## src/rtl/dmem_access_unit.sv

```systemverilog
// dmem_access_unit: load/store initiator with extension, sub-word read-modify-write and error flagging.
module dmem_access_unit #(
  parameter int DEPTH      = 1024,
  parameter bit BIG_ENDIAN = 1'b1
) (
  input  logic        clk,
  input  logic        rst,
  input  logic        req_valid,
  output logic        req_ready,
  input  logic        req_we,
  input  logic [1:0]  req_size,
  input  logic        req_uns,
  input  logic [31:0] req_addr,
  input  logic [31:0] req_wdata,
  output logic        rsp_valid,
  output logic [31:0] rsp_rdata,
  output logic        rsp_err,
  output logic        mem_w_en,
  output logic [31:0] mem_addr,
  output logic [31:0] mem_wd,
  input  logic [31:0] mem_rd
);
  typedef enum logic [2:0] {IDLE, LD, ST_RD, ST_WR, ERR, RSP} state_t;
  state_t      state_q, state_d;
  logic [1:0]  size_q;
  logic        uns_q, err_q, err_in, accept;
  logic [31:0] addr_q, wdata_q, merge_q, merge_d, rdata_q, rdata_d, lmask;
  logic [4:0]  sh;
  logic [15:0] lane_v;
  assign accept = req_valid && state_q == IDLE;
  assign err_in = req_size == 2'b11 || (req_size == 2'b01 && req_addr[0]) ||
                  (req_size == 2'b10 && |req_addr[1:0]) || {2'b00, req_addr[31:2]} >= 32'(DEPTH);
  // Bit offset of the addressed lane inside the memory word
  assign sh = size_q == 2'b00 ? {(BIG_ENDIAN ? ~addr_q[1:0] : addr_q[1:0]), 3'b000}
                              : {(BIG_ENDIAN ? ~addr_q[1] : addr_q[1]), 4'b0000};
  assign lane_v  = 16'(mem_rd >> sh);
  assign lmask   = size_q == 2'b00 ? 32'h0000_00FF : 32'h0000_FFFF;
  assign merge_d = (mem_rd & ~(lmask << sh)) | ((wdata_q & lmask) << sh);
  assign rdata_d = size_q == 2'b00 ? {{24{~uns_q & lane_v[7]}}, lane_v[7:0]}
                 : size_q == 2'b01 ? {{16{~uns_q & lane_v[15]}}, lane_v}
                 : mem_rd;
  always_comb begin
    state_d = state_q;
    case (state_q)
      IDLE:          if (req_valid) state_d = err_in ? ERR : !req_we ? LD : req_size == 2'b10 ? ST_WR : ST_RD;
      LD, ST_WR, ERR: state_d = RSP;
      ST_RD:         state_d = ST_WR;
      default:       state_d = IDLE;
    endcase
  end
  always_ff @(posedge clk) begin
    if (rst) begin
      state_q <= IDLE;
      size_q  <= '0;
      uns_q   <= 1'b0;
      err_q   <= 1'b0;
      addr_q  <= '0;
      wdata_q <= '0;
      merge_q <= '0;
      rdata_q <= '0;
    end else begin
      state_q <= state_d;
      if (accept) begin
        size_q  <= req_size;
        uns_q   <= req_uns;
        err_q   <= err_in;
        addr_q  <= req_addr;
        wdata_q <= req_wdata;
        rdata_q <= '0;
      end
      if (state_q == LD) rdata_q <= rdata_d;
      if (state_q == ST_RD) merge_q <= merge_d;
    end
  end
  assign req_ready = state_q == IDLE;
  assign rsp_valid = state_q == RSP;
  assign rsp_err   = rsp_valid && err_q;
  assign rsp_rdata = rsp_valid ? rdata_q : '0;
  // A reset arriving in ST_WR must suppress the write in that same cycle
  assign mem_w_en  = state_q == ST_WR && !rst;
  assign mem_addr  = state_q == IDLE ? '0 : {2'b00, addr_q[31:2]};
  assign mem_wd    = state_q == ST_WR ? (size_q == 2'b10 ? wdata_q : merge_q) : '0;
endmodule

```

## config.mk

```make
export PLATFORM = sky130hd
export DESIGN_NAME = dmem_access_unit
export DESIGN_NICKNAME = d
export VERILOG_FILES = /design/src/rtl/dmem_access_unit.sv
export SDC_FILE = /design/constraint.sdc
export NUM_CORES = 1
export LEC_CHECK = 0
export ABC_AREA = 0
export CAP_MARGIN = 5
export CORE_ASPECT_RATIO = 1.75
export CORE_MARGIN = 2
export CORE_UTILIZATION = 47
export CTS_CLUSTER_DIAMETER = 50
export DETAILED_ROUTE_END_ITERATION = 12
export HOLD_SLACK_MARGIN = 0.08
export PLACE_DENSITY = 0.88
export SLEW_MARGIN = 10
export SYNTH_ARGS = -nofsm -noshare
export SYNTH_HDL_FRONTEND = slang
export SYNTH_SLANG_ARGS = --single-unit
```

## constraint.sdc

```tcl
create_clock -name clk -period 2.2 [get_ports clk]
set_clock_uncertainty 0.1 [all_clocks]
set_input_delay 0.33 -clock clk [delete_from_list [all_inputs] [get_ports clk]]
set_output_delay 0.33 -clock clk [all_outputs]
set_load 0.01 [all_outputs]
```

==> summary.txt <==
GRT
  • GR Layer Usage met2: 51.88%
  • Grt met3 use: 6.509%
  • GR Util All Layers: 30.39%
  • Met1 Track Usage GR: 31.44%
  • Vias in the first global route: 7030
  • Initial antenna violation count: 0
  • Largest net degree at the start of global routing: 66
  • GRT overflow: 0
  • Global-route wire length before repair: 35560 um
  • Most used routing layer: met2

Logic synthesis
  • Ys async rst share: 0%
  • Synth cell types: 54
  • Adder-cell area share of the yosys netlist: 0%
  • Main combinational cell family by area after synthesis: simple AND/OR/NAND/NOR gates
  • Main synth FF type: dfxtp_1
  • Post-synthesis compound-gate area fraction: 23.10%
  • Yosys top cell by area: dfxtp_1
  • Top-count cell post-synth: nand2_1
  • Cells after Synth: 840
  • Mean post-synth cell area: 7.771 um^2
  • Synth warn: 0
  • Post-synth EDFFs: 0
  • #FFs+latches synth: 135
  • Proportion of synthesized area in mux cells: 2.952%
  • Post-Syn Area: 6528 um^2
  • Synth Area in Simple Gates: 27.01%
  • Commonest cells post-synth: nand2_1, dfxtp_1, a21oi_1
  • Synth area leaders: dfxtp_1, nand2_1, a21oi_1
  • Register area share after synthesis: 41.40%
  • Post-synthesis xor/xnor area fraction: 0%
  • Top cell type's share of synthesized area: 41.40%

Critical path
  • Startpoint Class: register
  • CP max stage delay: 340 ps
  • Most Frequent Cell on Critical Path: buf_12
  • WP buf/inv: 4
  • Slowest stage cell, crit path: dfxtp_1
  • Worst setup path class: reg -> out
  • Critical Path RT: 1770 ps
  • CP Max Fanout: 15
  • Critical path endpoint category: output port
  • CP delay by family, top: buffers and inverters
  • R2R Setup Slk: 130 ps
  • Worst EP arrival: 1740 ps
  • CP Cell Sequence: buf_12, nor2_4, buf_4, buf_12, nand2_2, a21oi_2, clkdlybuf4s15_2

Route
  • Post-Route WL: 22720 um
  • Via count: 7158
  • DR DRC count: 0
  • Via density: 5.824
  • Drt wl/cell: 18.49 um
  • First-pass DRT Iterations: 7
  • First-iteration detailed-routing DRC count: 583
  • Detail Route Antenna Nets: 0

Clocking
  • CTS clk-pin slew, worst paths: 60 ps
  • Longest Clk Path Bufs: 2
  • Post-CTS Hold Fix Bufs: 0
  • Num CTS Buffers: 17
  • Clock sinks: 135
  • Root buf cell: clkbuf_16
  • Later-pin clock latency in the skew report: 420 ps
  • CTS tree: yes
  • CTS HTree Levels: 4

Finish
  • Fill count: 1080
  • P&R area growth vs syn: 43.32%
  • ANT cells: 0
  • Share of layout cells above drive strength 1: 14.45%
  • Finished Core Util: 67.97%
  • Fin nets: 1143

Timing
  • Final Hold Viols: 0
  • Fin. max-slew vios: 0
  • Unrepaired setup endpoints after global routing: false
  • Setup_tns: 0 ps
  • Max Freq: 460.4 MHz
  • Slew margin rel.: 48.46%
  • # setup viols final: 0
  • Worst-margin pin slew: 767.4 ps
  • Period utilization: 98.74%
  • Period minus WS final: 2172 ps

Placement
  • PortBufs: 200
  • HPWL Detailed: 16440 um
  • RePlAce Congestion: 0.9351

Die
  • FP Rows: 57
  • IO Pins: 203
  • Core area: 13760 um^2
  • Initial Util: 47.42%
  • Height of the die: 159.9 um
  • Die area: 14880 um^2
  • Die X: 93.09 um

Job
  • Maximum Capacitance Violations: 0

Pwr
  • Tot Pwr: 6.635 mW
  • Pleak: 3.771 nW
  • PD cells: 709.3 nW/um^2
  • Worst VDD drop: 0.0005580 V

Min path
  • Hold crit path type: reg -> reg

Outcome
  • Status: complete, no violations
==> worst min-delay path, cell delays in order, from the launching register on <==
cell and delay (ps):
dfxtp_1 300, nand2_1 50, a21oi_1 50
==> worst paths after layout <==
kind	cells past startpoint	to	start
max	7	mem_wd[5]	size_q[0]
min	2	addr_q[8]	addr_q[8]
max reg2reg	4	rdata_q[27]	addr_q[1]
min reg2reg	2	addr_q[8]	addr_q[8]
==> repair_timing <==
| item | CTS | global route |
|---|---|---|
| pin swaps | 1 | 2 |
| cloned | 2 | 0 |
| buffers inserted | 3 | 0 |
| hold endpoints to repair | 0 | 0 |
| setup endpoints to repair | 98 | 35 |
| gates resized for setup | 123 | 61 |
==> cell usage in the layout, fill, tap and decap left out, types with 7 or more instances in the layout <==
master	count
nand2_1	218
clkdlybuf4s50_1	101
a211oi_2	8
buf_4	42
o21ai_0	21
clkbuf_16	17
and2_1	33
a311oi_1	8
buf_12	9
clkbuf_2	26
dlygate4sd2_1	63
o2bb2ai_1	7
nor2b_1	33
a22o_1	15
nor2_1	45
dfxtp_1	132
nor3_1	20
mux2i_1	17
a21oi_1	105
a221oi_1	15
a221o_1	17
==> metal layers <==
metal / up-vias / part of all wire, %
met5: - / 0
met4: 0 / 9.1
met3: 147 / 7.5
met2: 434 / 50
met1: 3280 / 34
li1: 3297 / -
==> stage by stage <==
step,hold WS [ps],worst slack (ps),instance area (um^2),instances
floorplan,324.2,390.4,6531,841
global placement,336.9,85.51,8890,1193
detailed placement,341.7,0.2605,8890,1193
CTS,349.6,0.3555,9452,1229
global route,357.4,2.580,9355,1229
finish,348.7,27.80,9355,1229
==> registers in the layout, summed over array words and instances (netlist names) <==
signal and count:
addr_q 32, merge_q 32, rdata_q 32, wdata_q 32
state_q 3, size_q 2, err_q 1, uns_q 1
==> where the power goes <==
group	internal [mW]	leakage [nW]	switching [mW]
combinational	0.491	2.38	0.593
sequential	2.56	1.10	0.0817
clock	1.80	0.288	1.11
total	4.85	3.77	1.78
==> area by class of cell <==
type / instances / area, um^2 / area share [%]
well taps: 177 / 221.5 / 2.367
flip-flops and latches: 135 / 2709 / 28.96
repair buffers: 252 / 2290 / 24.48
inverters: 5 / 18.77 / 0.2006
clock inverters: 13 / 155.1 / 1.658
multi-input cells: 629 / 3522 / 37.65
clock buffers: 18 / 439.2 / 4.694
==> logic make-up after synthesis <==
logic type,Yosys count
simple gates,385
compound gates,223
buf+inv,77
other cells,1
flops,135
mux,19
Note: power is estimated with default switching activity, not from simulation.
